File: config.mk
export PLATFORM = sky130hd
export DESIGN_NAME = pool_window_ctrl
export DESIGN_NICKNAME = d
export VERILOG_FILES = /design/src/rtl/pool_pkg.sv /design/src/rtl/pool_lane_gen.sv /design/src/rtl/pool_window_ctrl.sv
export SDC_FILE = /design/constraint.sdc
export NUM_CORES = 1
export LEC_CHECK = 0
export ABC_AREA = 1
export BUFFER_PORTS_ARGS = -buffer_cell sky130_fd_sc_hd__buf_4
export CORE_MARGIN = 2
export CORE_UTILIZATION = 35
export CTS_CLUSTER_DIAMETER = 80
export DETAILED_ROUTE_END_ITERATION = 8
export GPL_ROUTABILITY_DRIVEN = 0
export PLACE_DENSITY = 0.53
export SLEW_MARGIN = 20
export SYNTH_ARGS = -nofsm -noshare
export SYNTH_HDL_FRONTEND = slang
export SYNTH_SLANG_ARGS = --single-unit
export TNS_END_PERCENT = 30
File: constraint.sdc
create_clock -name clk -period 6.1 [get_ports clk]
set_input_delay 1.525 -clock clk [delete_from_list [all_inputs] [get_ports clk]]
set_output_delay 1.525 -clock clk [all_outputs]
set_load 0.05 [all_outputs]
File: src/rtl/pool_pkg.sv
// Shared types and constants for the pooling window sequencer.
// Imported by pool_lane_gen and pool_window_ctrl.
package pool_pkg;

  typedef enum logic [1:0] {
    S_IDLE,
    S_CHECK,
    S_ISSUE,
    S_DONE
  } state_t;

  localparam int LANES   = 4;
  localparam int LANE_TL = 0;
  localparam int LANE_TR = 1;
  localparam int LANE_BL = 2;
  localparam int LANE_BR = 3;

  localparam int P_ADDR_W = 8;

  // All-ones address of width w marks a lane outside the map
  function automatic logic [31:0] null_addr(input int w);
    return (w >= 32) ? '1 : ((32'd1 << w) - 32'd1);
  endfunction

  typedef struct packed {
    logic [LANES-1:0][P_ADDR_W-1:0] addr;
    logic [LANES-1:0]               lane_valid;
    logic                           last;
  } win_t;

endpackage

File: src/rtl/pool_lane_gen.sv
// Maps a window origin (row base, r, c) to four lane addresses.
// Lanes past the map edge read NULL and are flagged invalid.
module pool_lane_gen
  import pool_pkg::*;
#(
  parameter int ADDR_W = 8,
  parameter int DIM_W  = 4
) (
  input  logic [ADDR_W-1:0]             row_base,
  input  logic [DIM_W-1:0]              r,
  input  logic [DIM_W-1:0]              c,
  input  logic [DIM_W-1:0]              dim,
  output logic [LANES-1:0][ADDR_W-1:0]  addr,
  output logic [LANES-1:0]              lane_valid
);

  localparam logic [ADDR_W-1:0] NULL_A =
    ADDR_W'(null_addr(ADDR_W));
  localparam logic [DIM_W:0] ONE = 1;

  logic [ADDR_W-1:0] top_a;
  logic [ADDR_W-1:0] bot_a;
  logic              col_ok;
  logic              row_ok;

  // Lane addresses from the running row base, adders only
  always_comb begin
    col_ok = ({1'b0, c} + ONE) < {1'b0, dim};
    row_ok = ({1'b0, r} + ONE) < {1'b0, dim};
    top_a  = row_base + ADDR_W'(c);
    bot_a  = top_a + ADDR_W'(dim);
    lane_valid          = '0;
    lane_valid[LANE_TL] = 1'b1;
    lane_valid[LANE_TR] = col_ok;
    lane_valid[LANE_BL] = row_ok;
    lane_valid[LANE_BR] = col_ok & row_ok;
    addr          = '0;
    addr[LANE_TL] = top_a;
    addr[LANE_TR] = col_ok ? top_a + ADDR_W'(1) : NULL_A;
    addr[LANE_BL] = row_ok ? bot_a : NULL_A;
    addr[LANE_BR] = (col_ok & row_ok) ?
                    bot_a + ADDR_W'(1) : NULL_A;
  end

endmodule

File: src/rtl/pool_window_ctrl.sv
// 2x2 stride-2 pooling address sequencer: FSM, counters and
// registered window output with valid/ready handshake.
module pool_window_ctrl
  import pool_pkg::*;
#(
  parameter int ADDR_W  = 8,
  parameter int DIM_W   = 4,
  parameter int MAX_DIM = 15,
  parameter int CH_W    = 4
) (
  input  logic                          clk,
  input  logic                          nrst,
  input  logic                          start,
  input  logic                          mode,
  input  logic [DIM_W-1:0]              dim,
  input  logic [CH_W-1:0]               num_ch,
  input  logic [ADDR_W-1:0]             base_addr,
  output logic                          busy,
  output logic                          done,
  output logic                          err,
  output logic                          win_valid,
  input  logic                          win_ready,
  output logic [LANES-1:0][ADDR_W-1:0]  win_addr,
  output logic [LANES-1:0]              lane_valid,
  output logic                          win_last,
  output logic                          max_avg,
  output logic                          in_pipe_en,
  output logic                          out_pipe_en
);

  localparam logic [ADDR_W-1:0] NULL_A =
    ADDR_W'(null_addr(ADDR_W));
  localparam logic [DIM_W:0] TWO  = 2;
  localparam logic [DIM_W:0] MAXD = (DIM_W+1)'(MAX_DIM);

  state_t            state, state_n;
  logic              mode_q, err_q;
  logic [DIM_W-1:0]  dim_q;
  logic [CH_W-1:0]   nch_q;
  logic [ADDR_W-1:0] base_q, stride_q;
  logic [DIM_W-1:0]  r_q, c_q, r_n, c_n;
  logic [CH_W-1:0]   ch_q, ch_n;
  logic [ADDR_W-1:0] row_base, row_base_n;
  logic [ADDR_W-1:0] ch_base, ch_base_n;
  logic              load_win, clr_win, bad;
  logic              c_wrap, r_wrap, last_n;
  logic [2*DIM_W-1:0] dim_w;
  logic [LANES-1:0][ADDR_W-1:0] g_addr;
  logic [LANES-1:0]             g_valid;

  pool_lane_gen #(
    .ADDR_W (ADDR_W),
    .DIM_W  (DIM_W)
  ) u_lane_gen (
    .row_base   (row_base_n),
    .r          (r_n),
    .c          (c_n),
    .dim        (dim_q),
    .addr       (g_addr),
    .lane_valid (g_valid)
  );

  assign win_valid  = (state == S_ISSUE);
  assign busy       = (state == S_CHECK) | win_valid;
  assign done       = (state == S_DONE);
  assign err        = done & err_q;
  assign in_pipe_en = win_valid & win_ready;
  assign max_avg    = mode_q;
  assign dim_w      = (2*DIM_W)'(dim_q);

  // Next state and next window position
  always_comb begin
    state_n    = state;
    r_n        = r_q;
    c_n        = c_q;
    ch_n       = ch_q;
    row_base_n = row_base;
    ch_base_n  = ch_base;
    load_win   = 1'b0;
    clr_win    = 1'b0;
    bad    = ({1'b0, dim_q} < TWO) ||
             ({1'b0, dim_q} > MAXD) ||
             (nch_q == '0);
    c_wrap = ({1'b0, c_q} + TWO) >= {1'b0, dim_q};
    r_wrap = ({1'b0, r_q} + TWO) >= {1'b0, dim_q};
    unique case (state)
      S_IDLE: if (start) state_n = S_CHECK;
      S_CHECK: begin
        if (bad) begin
          state_n = S_DONE;
        end else begin
          state_n    = S_ISSUE;
          r_n        = '0;
          c_n        = '0;
          ch_n       = '0;
          row_base_n = base_q;
          ch_base_n  = base_q;
          load_win   = 1'b1;
        end
      end
      S_ISSUE: begin
        if (in_pipe_en && win_last) begin
          state_n = S_DONE;
          clr_win = 1'b1;
        end else if (in_pipe_en) begin
          load_win = 1'b1;
          if (!c_wrap) begin
            c_n = c_q + DIM_W'(2);
          end else begin
            c_n = '0;
            if (!r_wrap) begin
              r_n        = r_q + DIM_W'(2);
              row_base_n = row_base +
                           ADDR_W'({dim_q, 1'b0});
            end else begin
              r_n        = '0;
              ch_n       = ch_q + CH_W'(1);
              ch_base_n  = ch_base + stride_q;
              row_base_n = ch_base + stride_q;
            end
          end
        end
      end
      S_DONE:  state_n = S_IDLE;
      default: state_n = S_IDLE;
    endcase
    last_n = (({1'b0, r_n} + TWO) >= {1'b0, dim_q}) &&
             (({1'b0, c_n} + TWO) >= {1'b0, dim_q}) &&
             (ch_n == nch_q - CH_W'(1));
  end

  // State register
  always_ff @(posedge clk or negedge nrst) begin
    if (!nrst) state <= S_IDLE;
    else       state <= state_n;
  end

  // Config latch, error flag and channel stride
  always_ff @(posedge clk or negedge nrst) begin
    if (!nrst) begin
      mode_q   <= 1'b1;
      dim_q    <= '0;
      nch_q    <= '0;
      base_q   <= '0;
      err_q    <= 1'b0;
      stride_q <= '0;
    end else if (state == S_IDLE && start) begin
      mode_q <= mode;
      dim_q  <= dim;
      nch_q  <= num_ch;
      base_q <= base_addr;
    end else if (state == S_CHECK) begin
      err_q    <= bad;
      stride_q <= ADDR_W'(dim_w * dim_w);
    end
  end

  // Window position counters and running bases
  always_ff @(posedge clk or negedge nrst) begin
    if (!nrst) begin
      r_q      <= '0;
      c_q      <= '0;
      ch_q     <= '0;
      row_base <= '0;
      ch_base  <= '0;
    end else begin
      r_q      <= r_n;
      c_q      <= c_n;
      ch_q     <= ch_n;
      row_base <= row_base_n;
      ch_base  <= ch_base_n;
    end
  end

  // Registered window outputs, held while stalled
  always_ff @(posedge clk or negedge nrst) begin
    if (!nrst) begin
      win_addr   <= {LANES{NULL_A}};
      lane_valid <= '0;
      win_last   <= 1'b0;
    end else if (load_win) begin
      win_addr   <= g_addr;
      lane_valid <= g_valid;
      win_last   <= last_n;
    end else if (clr_win) begin
      win_addr   <= {LANES{NULL_A}};
      lane_valid <= '0;
      win_last   <= 1'b0;
    end
  end

  // PU result stage trails the load stage by one cycle
  always_ff @(posedge clk or negedge nrst) begin
    if (!nrst) out_pipe_en <= 1'b0;
    else       out_pipe_en <= in_pipe_en;
  end

endmodule

* Word level (Yosys, flattened, before mapping)
Index checks and enable logic that the tools add are counted.
** Storage, ports and cells
- Flip-flop bits (word level) :: 94
- Logic and storage cells :: 119
- Output and inout bits :: 44
- Input port bits :: 21
** Cells by class
- Multiply operators :: 1
- Multiplexer cells :: 48
- Reductions and logical operators :: 12
- Bitwise operators :: 5
- Magnitude comparators :: 7
- Add/subtract/negate cells :: 16
- Equal/unequal tests :: 11
** Operator list (number)
- $mux 8 :: 13
- $mux 32 :: 2
- $mux 4 :: 16
- $pmux 8 s2 :: 2
- $pmux 4 s2 :: 3
- $add 4x2->5 const B :: 4
- $ge 5x4->1 :: 4
- $add 8x1->8 const B :: 2
- $add 8x4->8 :: 2
- $add 4x1->5 const B :: 2
- $lt 5x4->1 :: 2
- $add 4x2->4 const B :: 2
- $add 8x5->8 :: 1
- $add 8x8->8 :: 1
- $mul 4x4->8 :: 1
- $mux 1 :: 8
- $ne 2x1->1 const B :: 4
- $pmux 2 s4 :: 1
- $ne 2x2->1 const B :: 3
- $reduce_and 6->1 :: 1
- $add 4x1->4 const B :: 1
- $eq 2x2->1 const B :: 2
- $eq 4x4->1 :: 1
- $logic_and 1x1->1 :: 4
- other kinds (13) :: 18

* Longest topological paths before layout
- Depth after elaboration :: 12
- Mapped depth :: 33
- Gate-level depth less buffers :: 33

* By module
Synthesis repeated with hierarchy kept, for this count alone.
** Unflattened totals
- Cells, all modules :: 799
- Area total of the unflattened synthesis :: 6726.5 um^2
** By module, submodules not included
- pool_window_ctrl :: cells each 583, sequential area each 2368.5 um^2, area an instance 5500.3 um^2, times used 1
- pool_lane_gen :: cells each 216, sequential area each 0.0 um^2, area an instance 1226.2 um^2, times used 1

* Least setup slack after synthesis
No wires, ideal clock.
- Path type :: input to register
- From :: input port win_ready
- To :: register win_addr[30] (netlist bit)
- Slack :: 1.251 ns
- Required time :: 6.024 ns
- Data arrival time :: 4.773 ns
- Stages on the path :: 23
- Path buffers :: 0
- Setup time :: 0.076 ns
- Cells stage by stage :: nand2_1 nor2_2 nand2_4 nor2_2 o21ai_0 o21ai_0 a41oi_1 ha_1 fa_1 xor2_1 ha_1 a21oi_1 and2_1 xnor2_1 inv_1 nor3_1 inv_1 nor2_2 nand2_1 nand2_1 nand3_1 o21ai_1 inv_1
** On the way
- Cells in the longest elaborated chain, start to end :: 9
- Elaborated cells on any way between the ends :: 27
- Those cells by class :: add/sub (5); order compare (2); mux (16); bitwise (2); reduce/logical (2)
** Ends and longest elaborated chain
- from (decl) :: RTL line pool_window_ctrl.sv:22 : input logic win_ready,
- $and 1x1->1 (*) :: RTL line pool_window_ctrl.sv:67 : assign in_pipe_en = win_valid & win_ready;
- $mux 8 / $logic_and 1x1->1 (equally long branches) :: RTL line pool_window_ctrl.sv:105, pool_window_ctrl.sv:102
- $mux 8 (*) :: RTL line pool_window_ctrl.sv:102 : if (in_pipe_en && win_last) begin
- $pmux 8 s2 (*) :: RTL line pool_window_ctrl.sv:86 : unique case (state)
- via row_base_n[0] :: RTL line pool_window_ctrl.sv:43 : logic [ADDR_W-1:0] row_base, row_base_n;
- $add 8x4->8 (*) :: RTL line pool_lane_gen.sv:30 : top_a = row_base + ADDR_W'(c);
- $add 8x4->8 (*) :: RTL line pool_lane_gen.sv:31 : bot_a = top_a + ADDR_W'(dim);
- $add 8x1->8 (*) :: RTL line pool_lane_gen.sv:42 : bot_a + ADDR_W'(1) : NULL_A;
- $mux 8 (*) :: RTL line pool_lane_gen.sv:41 : addr[LANE_BR] = (col_ok & row_ok) ?
- $mux 32 (*) :: RTL line pool_window_ctrl.sv:181 : end else if (load_win) begin
- to (signal assigned) :: RTL line pool_window_ctrl.sv:178 : win_addr <= {LANES{NULL_A}};
- to (signal assigned) :: RTL line pool_window_ctrl.sv:182 : win_addr <= g_addr;
- to (signal assigned) :: RTL line pool_window_ctrl.sv:186 : win_addr <= {LANES{NULL_A}};
- to (decl) :: RTL line pool_window_ctrl.sv:23 : output logic [LANES-1:0][ADDR_W-1:0] win_addr,
Mark *: on every way through the listed nets, which the timed path passes. The rest lies on a longest branch.
A chain may end at the register's enable or synchronous reset.

* Final worst setup path
Same ends and word-level chain as after synthesis.

==> metrics.log <==
[metrics] total track usage: 0.187
[metrics] number of rows in the core area: 50
[metrics] Cell Count, Final, Fillers Out: 1,136
[metrics] share of synthesized flip-flops with an asynchronous set or reset: 1.00
[metrics] pin count of the biggest net entering global routing: 51
[metrics] max-capacitance violation count: 0
[metrics] top cells by area, synth: sky130_fd_sc_hd__dfrtp_1, sky130_fd_sc_hd__dfstp_2, sky130_fd_sc_hd__ha_1
[metrics] # hold bufs at CTS: 0
[metrics] area share of the leading cell type in the synthesized netlist: 0.228
[metrics] final core utilization: 0.414
[metrics] net count of the mapped netlist: between 900 and 1,000
[metrics] clock network latency to the later pin of the worst-skew pair: 0.36 ns
[metrics] sink count of the clock tree: 93
[metrics] Bufs on Longest Clock Path: 2
[metrics] number of antenna violations at the first check in global routing: 0
[metrics] number of buffers added on ports: 64
[metrics] total of flip-flops plus latches after synthesis: between 90 and 100
[metrics] initial standard-cell utilization of the core: 0.355
[metrics] Num CTS Buffers: 9
[metrics] Yosys cell types: between 50 and 60
[metrics] height of the die: approximately 140 µm
[metrics] number of antenna cells inserted: 0
[metrics] Post-Synthesis Cells: around 820
[metrics] number of resized instances in the post-cts repair step: 0
[metrics] vias per inst: slightly below 5
[metrics] # placed instances: 1,120
[metrics] outcome: complete, no violations
[metrics] x dimension of the die: ~140 µm
[metrics] kind of critical path: in2reg
[metrics] area delta synth->final: 16.8%
[metrics] main flop type after synthesis: sky130_fd_sc_hd__dfrtp_1
[metrics] RSZ-0062 raised after global routing: false
[metrics] Routed Antenna Nets: 0
[metrics] vias in the first global route: 5,590
[metrics] IO Pins: between 60 and 70
[metrics] clock period minus final worst setup slack: a little over 5 ns
[metrics] Arrival @ worst endpoint: 5.35 ns
[metrics] R2R Setup Slk: 1.08 ns
[metrics] wire length of the first global-routing pass: 29,000 µm
[metrics] average footprint of a synthesized cell: 8.03 µm²
[metrics] CP Capture Type: flip-flop
[metrics] relative slew slack: 0.540
[metrics] achievable clock frequency: around 0.20 GHz
[metrics] most used cells in the layout excluding fill and tap cells: sky130_fd_sc_hd__nand2_1, sky130_fd_sc_hd__inv_1, sky130_fd_sc_hd__buf_4, sky130_fd_sc_hd__ha_1, sky130_fd_sc_hd__dfrtp_1
[metrics] total negative slack: 0 ns
[metrics] Slew Limit Fails: 0
[metrics] kind of start point of the critical path: input pin
[metrics] post-synthesis instance area: 6590 µm²
[metrics] clock-pin slew of the registers on the worst-case setup and hold paths: around 0.070 ns
[metrics] clk_skew: 0.00742 ns
[metrics] average routed wire per standard cell: about 16 µm
[metrics] Max FO, Critical Path: 9
[metrics] drc violations: 0
[metrics] share of the clock period used by the worst path: 0.829
[metrics] final count of negative-setup-slack endpoints: 0
[metrics] worst hold-check path type: reg2reg
[metrics] Core Footprint: approximately 19,000 µm²
[metrics] CTS Root Buffer Type: sky130_fd_sc_hd__clkbuf_16
[metrics] HPWL reported at the end of detailed placement: about 13,000 µm
[metrics] Detailed Routing Iterations Pass 1: 5
[metrics] share of the yosys chip area belonging to registers: 0.359
[metrics] actual transition at the worst max-transition pin: a little under 0.7 ns
[metrics] number of DRC markers after the initial detailed-route iteration: 240
[metrics] leading area contributor after synthesis: sky130_fd_sc_hd__dfrtp_1
[metrics] Req. time, crit path: ~6.4 ns
[metrics] H-tree depth: 3
[metrics] share of cells above drive strength 1: 0.220
[metrics] Post CTS Setup Buffer Count: 0
[metrics] final count of hold timing violations: 0
[metrics] clock tree from TritonCTS: built
[metrics] EDFF count, synth: 0
[metrics] GRT overflow: 0
[metrics] Synth warnings: 0
[metrics] # nets final: 985
[metrics] Die Area: 19,900 µm²
[metrics] most common library cell in the layout ignoring fill and taps: sky130_fd_sc_hd__nand2_1
[metrics] wire length after detailed routing: approximately 18,000 µm
[metrics] vias after detailed routing: 5,589
## critical path, stage by stage
cell                      delay [ns]
sky130_fd_sc_hd__buf_4          0.08
sky130_fd_sc_hd__nand2_1        0.14
sky130_fd_sc_hd__nor2_2         0.21
sky130_fd_sc_hd__nand2_4        0.14
sky130_fd_sc_hd__nor2_2         0.24
sky130_fd_sc_hd__o21ai_0        0.11
sky130_fd_sc_hd__o21ai_0        0.08
sky130_fd_sc_hd__a41oi_1        0.15
sky130_fd_sc_hd__ha_1           0.26
sky130_fd_sc_hd__fa_1           0.40
sky130_fd_sc_hd__xor2_1         0.34
sky130_fd_sc_hd__ha_1           0.35
sky130_fd_sc_hd__a21oi_1        0.15
sky130_fd_sc_hd__and2_1         0.17
sky130_fd_sc_hd__xnor2_1        0.18
sky130_fd_sc_hd__inv_1          0.09
sky130_fd_sc_hd__nor3_1         0.19
sky130_fd_sc_hd__inv_1          0.08
sky130_fd_sc_hd__nor2_2         0.14
sky130_fd_sc_hd__nand2_1        0.06
sky130_fd_sc_hd__nand2_1        0.06
sky130_fd_sc_hd__nand3_1        0.07
sky130_fd_sc_hd__o21ai_1        0.08
sky130_fd_sc_hd__inv_1          0.05
## routing by layer
| layer | global-route usage | part of all wire |
|---|---|---|
| met1 | 0.250 | 0.48 |
| met3 | 0.0425 | 0.046 |
| met2 | 0.295 | 0.45 |
| met4 | 0.0684 | 0.031 |
| met5 | 0 | 0 |
## logic make-up after synthesis
| group | synth area share |
|---|---|
| AO/OA/AOI/OAI | 0.122 |
| XOR/XNOR | 0.0332 |
| multiplexers | 0.0169 |
| AND/OR/NAND/NOR | 0.255 |
| flip-flops | 0.359 |
| adder cells (fa/ha/maj) | 0.132 |
| buffers and inverters | 0.0818 |
## final cells by class
type                    instances  area (µm²)
repair buffers                 75         563
well taps                     234         293
clock inverters                 6        67.6
multi-input cells             587        3680
fillers                      1924       10900
clock buffers                  10         229
flip-flops and latches         93        2370
inverters                     131         497
## synth_stat cells, types with 2 or more instances
cell and instances:
sky130_fd_sc_hd__a221oi_1 2, sky130_fd_sc_hd__nand3b_1 5, sky130_fd_sc_hd__inv_2 10, sky130_fd_sc_hd__xnor2_1 9
sky130_fd_sc_hd__nor2_4 2, sky130_fd_sc_hd__o211ai_1 2, sky130_fd_sc_hd__nand2_2 11, sky130_fd_sc_hd__o21ai_0 29
sky130_fd_sc_hd__o21ai_1 7, sky130_fd_sc_hd__clkbuf_1 8, sky130_fd_sc_hd__o22ai_1 21, sky130_fd_sc_hd__dfrtp_1 60
sky130_fd_sc_hd__mux2_2 9, sky130_fd_sc_hd__inv_1 118, sky130_fd_sc_hd__a22oi_1 2, sky130_fd_sc_hd__inv_4 2
sky130_fd_sc_hd__nand3_2 8, sky130_fd_sc_hd__and2_1 2, sky130_fd_sc_hd__a31oi_1 7, sky130_fd_sc_hd__a22o_1 3
sky130_fd_sc_hd__a21oi_1 41, sky130_fd_sc_hd__nor3_1 9, sky130_fd_sc_hd__a211oi_1 2, sky130_fd_sc_hd__nand2_4 8
sky130_fd_sc_hd__or2_2 3, sky130_fd_sc_hd__nand3_1 40, sky130_fd_sc_hd__o2111ai_1 2, sky130_fd_sc_hd__nor2_1 58
sky130_fd_sc_hd__nand4_1 9, sky130_fd_sc_hd__ha_1 63, sky130_fd_sc_hd__dfstp_2 33, sky130_fd_sc_hd__nand2_1 181
sky130_fd_sc_hd__fa_1 4, sky130_fd_sc_hd__nor2_2 9, sky130_fd_sc_hd__a41oi_1 2, sky130_fd_sc_hd__a21oi_2 3
sky130_fd_sc_hd__xor2_1 16
## state kept, by name, indices dropped and copies added (netlist names), 2 cells and up
register	cells
ch_q	4
nch_q	4
stride_q	7
win_addr	32
lane_valid	4
base_q	8
row_base	8
state	2
dim_q	4
c_q	4
ch_base	8
r_q	4
## path summary, 6_finish.rpt
kind | start | endpoint | depth (start not counted)
setup / recovery | win_ready | win_addr[30]$_DFFE_PN1P_ | 24
hold / removal | err_q$_DFFE_PN0P_ | err_q$_DFFE_PN0P_ | 2
setup reg to reg | dim_q[2]$_DFFE_PN0P_ | win_addr[31]$_DFFE_PN1P_ | 30
hold reg to reg | err_q$_DFFE_PN0P_ | err_q$_DFFE_PN0P_ | 2
max in group asynchronous | nrst | win_addr[12]$_DFFE_PN1P_ | 2
min in group asynchronous | nrst | stride_q[6]$_DFFE_PN0P_ | 1
## per-stage QoR
step	hold WS, ns	instance area [µm²]	setup slack [ns]
after floorplan	0.448	6590	1.25
after global placement	0.469	7400	0.778
after detailed placement	0.476	7400	0.690
after CTS	0.496	7700	0.988
after global routing	0.514	7700	0.395
final	0.488	7700	1.04
Power is left out: the tool's default activity adds up to more than one toggle a clock period on the data nets, which glitch-free logic cannot reach.
